--- src/rtl/muldiv_seq.sv ---
// Multi-cycle multiply/divide unit owning the HI/LO pair.
// Radix-2 shift-add multiply, restoring divide, sign fix-up at the end.
module muldiv_seq #(
  parameter int WIDTH = 32
) (
  input  logic             clk,
  input  logic             rst_n,
  input  logic             start,
  input  logic [1:0]       op,
  input  logic             is_unsigned,
  input  logic [WIDTH-1:0] a,
  input  logic [WIDTH-1:0] b,
  input  logic             flush,
  output logic             busy,
  output logic             done,
  output logic             div_by_zero,
  output logic [WIDTH-1:0] hi,
  output logic [WIDTH-1:0] lo
);

  localparam int CW = $clog2(WIDTH + 1);

  typedef enum logic [1:0] {
    IDLE,
    RUN,
    FIX
  } state_t;

  state_t               state_q, state_d;
  logic [CW-1:0]        cnt_q, cnt_d;
  logic [2*WIDTH-1:0]   acc_q, acc_d;
  logic [WIDTH-1:0]     opb_q, opb_d;
  logic [WIDTH-1:0]     a_q, a_d;
  logic [WIDTH-1:0]     hi_q, hi_d;
  logic [WIDTH-1:0]     lo_q, lo_d;
  logic                 div_q, div_d;
  logic                 neg_q, neg_d;
  logic                 rneg_q, rneg_d;
  logic                 bz_q, bz_d;
  logic                 done_q, done_d;
  logic                 dbz_q, dbz_d;

  logic                 sa, sb;
  logic [WIDTH-1:0]     mag_a, mag_b;
  logic [WIDTH:0]       msum;
  logic [WIDTH:0]       rtr;
  logic [WIDTH:0]       dsub;
  logic [2*WIDTH-1:0]   mul_nxt, div_nxt;
  logic [2*WIDTH-1:0]   prod;
  logic [WIDTH-1:0]     quot, rem;

  always_comb begin
    sa    = ~is_unsigned & a[WIDTH-1];
    sb    = ~is_unsigned & b[WIDTH-1];
    mag_a = sa ? -a : a;
    mag_b = sb ? -b : b;

    msum    = {1'b0, acc_q[2*WIDTH-1:WIDTH]} + {1'b0, opb_q};
    mul_nxt = acc_q[0] ? {msum, acc_q[WIDTH-1:1]}
                       : {1'b0, acc_q[2*WIDTH-1:1]};

    // rtr holds the shifted remainder including the bit pushed out the top
    rtr     = acc_q[2*WIDTH-1:WIDTH-1];
    dsub    = rtr - {1'b0, opb_q};
    div_nxt = dsub[WIDTH] ? {rtr[WIDTH-1:0], acc_q[WIDTH-2:0], 1'b0}
                          : {dsub[WIDTH-1:0], acc_q[WIDTH-2:0], 1'b1};

    prod = neg_q ? -acc_q : acc_q;
    quot = neg_q ? -acc_q[WIDTH-1:0] : acc_q[WIDTH-1:0];
    rem  = rneg_q ? -acc_q[2*WIDTH-1:WIDTH] : acc_q[2*WIDTH-1:WIDTH];
  end

  always_comb begin
    state_d = state_q;
    cnt_d   = cnt_q;
    acc_d   = acc_q;
    opb_d   = opb_q;
    a_d     = a_q;
    hi_d    = hi_q;
    lo_d    = lo_q;
    div_d   = div_q;
    neg_d   = neg_q;
    rneg_d  = rneg_q;
    bz_d    = bz_q;
    done_d  = 1'b0;
    dbz_d   = 1'b0;
    unique case (state_q)
      IDLE: begin
        if (start && !flush) begin
          if (!op[1]) begin
            state_d = RUN;
            cnt_d   = '0;
            div_d   = op[0];
            opb_d   = op[0] ? mag_b : mag_a;
            acc_d   = op[0] ? {{WIDTH{1'b0}}, mag_a}
                            : {{WIDTH{1'b0}}, mag_b};
            neg_d   = sa ^ sb;
            rneg_d  = sa;
            a_d     = a;
            bz_d    = (b == '0);
          end else if (op[0]) begin
            lo_d = a;
          end else begin
            hi_d = a;
          end
        end
      end
      RUN: begin
        if (flush) begin
          state_d = IDLE;
        end else begin
          acc_d = div_q ? div_nxt : mul_nxt;
          cnt_d = cnt_q + 1'b1;
          if (cnt_q == CW'(WIDTH - 1)) state_d = FIX;
        end
      end
      FIX: begin
        state_d = IDLE;
        if (!flush) begin
          done_d = 1'b1;
          if (!div_q) begin
            {hi_d, lo_d} = prod;
          end else if (bz_q) begin
            lo_d  = '1;
            hi_d  = a_q;
            dbz_d = 1'b1;
          end else begin
            lo_d = quot;
            hi_d = rem;
          end
        end
      end
      default: state_d = IDLE;
    endcase
  end

  always_ff @(posedge clk or negedge rst_n) begin
    if (!rst_n) begin
      state_q <= IDLE;
      cnt_q   <= '0;
      acc_q   <= '0;
      opb_q   <= '0;
      a_q     <= '0;
      hi_q    <= '0;
      lo_q    <= '0;
      div_q   <= 1'b0;
      neg_q   <= 1'b0;
      rneg_q  <= 1'b0;
      bz_q    <= 1'b0;
      done_q  <= 1'b0;
      dbz_q   <= 1'b0;
    end else begin
      state_q <= state_d;
      cnt_q   <= cnt_d;
      acc_q   <= acc_d;
      opb_q   <= opb_d;
      a_q     <= a_d;
      hi_q    <= hi_d;
      lo_q    <= lo_d;
      div_q   <= div_d;
      neg_q   <= neg_d;
      rneg_q  <= rneg_d;
      bz_q    <= bz_d;
      done_q  <= done_d;
      dbz_q   <= dbz_d;
    end
  end

  assign busy        = (state_q != IDLE);
  assign done        = done_q;
  assign div_by_zero = dbz_q;
  assign hi          = hi_q;
  assign lo          = lo_q;

endmodule
--- config.mk ---
export PLATFORM = sky130hd
export DESIGN_NAME = muldiv_seq
export DESIGN_NICKNAME = d
export VERILOG_FILES = /design/src/rtl/muldiv_seq.sv
export SDC_FILE = /design/constraint.sdc
export NUM_CORES = 1
export LEC_CHECK = 0
export ABC_AREA = 0
export BUFFER_PORTS_ARGS = -buffer_cell sky130_fd_sc_hd__buf_2
export CAP_MARGIN = 20
export CORE_ASPECT_RATIO = 1.5
export CORE_MARGIN = 1.5
export CORE_UTILIZATION = 54
export CTS_CLUSTER_DIAMETER = 120
export DETAILED_ROUTE_END_ITERATION = 7
export PLACE_DENSITY = 0.83
export SLEW_MARGIN = 20
export SYNTH_ARGS = -nofsm -noshare
export SYNTH_HDL_FRONTEND = slang
export SYNTH_SLANG_ARGS = --single-unit
--- constraint.sdc ---
create_clock -name clk -period 4.6 [get_ports clk]
set_input_delay 0.69 -clock clk [delete_from_list [all_inputs] [get_ports clk]]
set_output_delay 0.69 -clock clk [all_outputs]
set_load 0.005 [all_outputs]
==> reports/metrics.csv <==
metric,value,unit
period_needed,4.065,ns
cpMostUsedCell,a211oi_1,
nNetsFinal,2477,
critPathKind,reg -> reg,
grt_remaining_overflow,0,
cp.arrival,4.48,ns
seq_area_frac_synth,29.82,%
stdcell_count,2764,
synth_cell_type_count,74,
dieArea,0.03311,mm2
nFillCells,2987,
grt_max_degree,90,
drt_pass1_iterations,6,
path_buf_inv,2,
cts_resized,0,
seqPwrFrac,26.2,%
path_delay_family,compound AO/OA/AOI/OAI gates,
cp-start-kind,register,
antenna_found_initial,3,
cts_buffer_depth,3,
power_density,608.7,mW/mm2
area_delta_synth_final,10.56,%
hpwl,53360,um
die_w,149.1,um
combPwrFrac,56.6,%
async_flop_share,100.0,%
r2r_cells,12,
rsz0062_at_grt,no,
numCtsBuffers,24,
finalSetupTns,0,ns
port_buffers,137,
final_util,60.42,%
min_path_type,in -> async,
drtIter0Drc,1696,
dpl-instance-area,0.01831,mm2
dp.cells,2719,
vdd_drop_max,0.4722,mV
die_y,222.1,um
swShare,49.48,%
pin_count,138,
slew_viol_final,0,
end_kind,register,
final-setup-viol-count,0,
drcViolationCount,0,
wl_per_cell,26.31,um
post-cts-setup-buffers,0,
gp_congestion,1.050,
final_cell_mix,"327 x nand2_1, 238 x a21oi_1, 222 x o21ai_0, 205 x dfrtp_1, 182 x nor2_1",
slew_headroom,27.62,%
p_int,5877,uW
power.switching,5756,uW
fin_crit_sh,88.38,%
r2r_slack,0.53,ns
timing.rr.end,acc_q[63],
synthesis.area,0.01728,mm2
worstMarginPinSlew,1.083,ns
syn_nets,2425,
viasPerCell,6.793,
path_cells,"buf_4, ha_1, nand2_1, o21ai_0, nor2_1, nor3_1, a211oi_1, xnor2_2, buf_12, nor2b_1, a211oi_1, o31ai_1",
routed_wl,72720,um
cts_root_buffer,clkbuf_16,
layout-drive-gt1-share,11.47,%
synth_edf_count,0,
grt_use_total,43.74,%
grt_pass1_wl,108500,um
first_global_vias,18331,
required,5.01,ns
max_freq,246.0,MHz
leakagePower,0.008254,uW
fin_skew,0.01250,ns
slowest_stage,o21ai_0,
crit_cells,12,
rows,80,
ys.flop_type,dfrtp_1,
insertion_delay,0.55,ns
status,completed,
coreArea,0.03163,mm2
slowest_delay,0.71,ns
fin_ws,0.5347,ns
max_cap_violations,0,
hold_viol,0,
fin_area,0.01911,mm2
postRouteAntennaNets,0,
cts_tree,built,
clkPwrFrac,17.2,%
initial_utilization,54.64,%
htreeDepth,1,
path_max_fanout,53,
r2r_start,acc_q[45],
final_common_cell,nand2_1,
clk_pin_slew_worst_paths,0.06,ns
ys_ff_latch,206,
vias,18777,
preCtsSetupSlack,0.8462,ns
ys_warn_count,0,
netlist_instances,2283,
cts_hold_buf,0,
cts_sinks,206,
avgSynthCellArea,7.571,um2
[metal layers]
layer  up-vias  share of wire [%]  global-route usage (%)
met5         -              0.043                       0
met1      8776                 34                   47.98
met2      1277                 46                   70.77
li1       8294                  -                       -
met4         6                 11                   39.57
met3       424                9.3                   8.498
[power by group through the flow]
stage / combinational, uW / sequential (uW) / clock (uW)
final: 6590 / 3040 / 2000
after global routing: 7120 / 3070 / 2050
after CTS: 6380 / 2990 / 2000
after detailed placement: 6340 / 3020 / 0
after global placement: 6280 / 3010 / 0
after floorplan: 4580 / 2660 / 0
[worst max path at each step]
stage | from | end | slack [ns]
6_report | acc_q[45] | acc_q[63] | 0.53
5_1_grt | acc_q[45] | acc_q[44] | 0.38
4_1_cts | acc_q[8] | hi[10] | 0.90
3_5_place_dp | b[11] | acc_q[29] | 0.85
3_3_place_gp | b[11] | opb_q[25] | 0.84
2_1_floorplan | acc_q[31] | acc_q[51] | 1.41
[layout make-up]
type	instances	area, um2	area share, %
Timing Repair Buffer	185	1080	5.651
Multi-Input combinational cell	1849	11300	59.14
Inverter	69	259.0	1.355
Sequential cell	206	5159	27.00
Clock inverter	12	122.6	0.6417
Tap cell	410	513.0	2.684
Antenna cell	1	2.502	0.01309
Clock buffer	32	671.9	3.516
[flip-flops by register name, summed over array words and instances, names as in the netlist, 2 cells and up]
register,flops
a_q,32
hi,32
lo,32
state_q,2
cnt_q,6
opb_q,32
acc_q,64
[stage by stage]
stage / hold slack [ns] / power [uW]
5_1_grt: 0.2431 / 12240
3_3_place_gp: 0.4579 / 9287
4_1_cts: 0.2335 / 11370
2_1_floorplan: 0.3944 / 7238
6_report: 0.1900 / 11630
3_5_place_dp: 0.4622 / 9357
[logic make-up after synthesis]
group	share of synthesized area (%)
AOI/OAI and AO/OA	26.22
xor gates and xnor gates	8.868
adders and majority gates	5.227
buffers and inverters	5.053
DFF	29.82
muxes	3.945
and+or+nand+nor	20.86
[synthesized netlist by cell type (15+ instances only)]
master | count | share of area, %
inv_1 | 68 | 1.5
xor2_1 | 79 | 4.0
o22ai_1 | 43 | 1.6
nand3_1 | 38 | 1.1
or3_1 | 33 | 1.2
o31ai_1 | 32 | 1.4
ha_1 | 69 | 5.0
o211ai_1 | 29 | 1.3
nor3_1 | 50 | 1.4
xnor2_1 | 96 | 4.9
a31oi_1 | 19 | 0.69
mux2i_1 | 58 | 3.4
or2_2 | 15 | 0.54
nor2_1 | 183 | 4.0
clkbuf_1 | 139 | 3.0
o221ai_1 | 19 | 0.96
nor4_1 | 21 | 0.76
a21oi_1 | 238 | 6.9
nand4_1 | 19 | 0.69
a211oi_1 | 32 | 1.4
a21o_1 | 20 | 0.87
nor2b_1 | 25 | 0.90
nand2_1 | 327 | 7.1
nand2b_1 | 23 | 0.83
dfrtp_1 | 206 | 30
buf_1 | 16 | 0.35
o21ai_0 | 223 | 6.5
[worst register-to-register path, cell delays in order (launching register included)]
cell      delay [ns]
dfrtp_1         0.50
buf_4           0.27
ha_1            0.42
nand2_1         0.15
o21ai_0         0.71
nor2_1          0.26
nor3_1          0.25
a211oi_1        0.13
xnor2_2         0.20
buf_12          0.30
nor2b_1         0.09
a211oi_1        0.51
o31ai_1         0.14
Power figures use the tool's default switching activity.
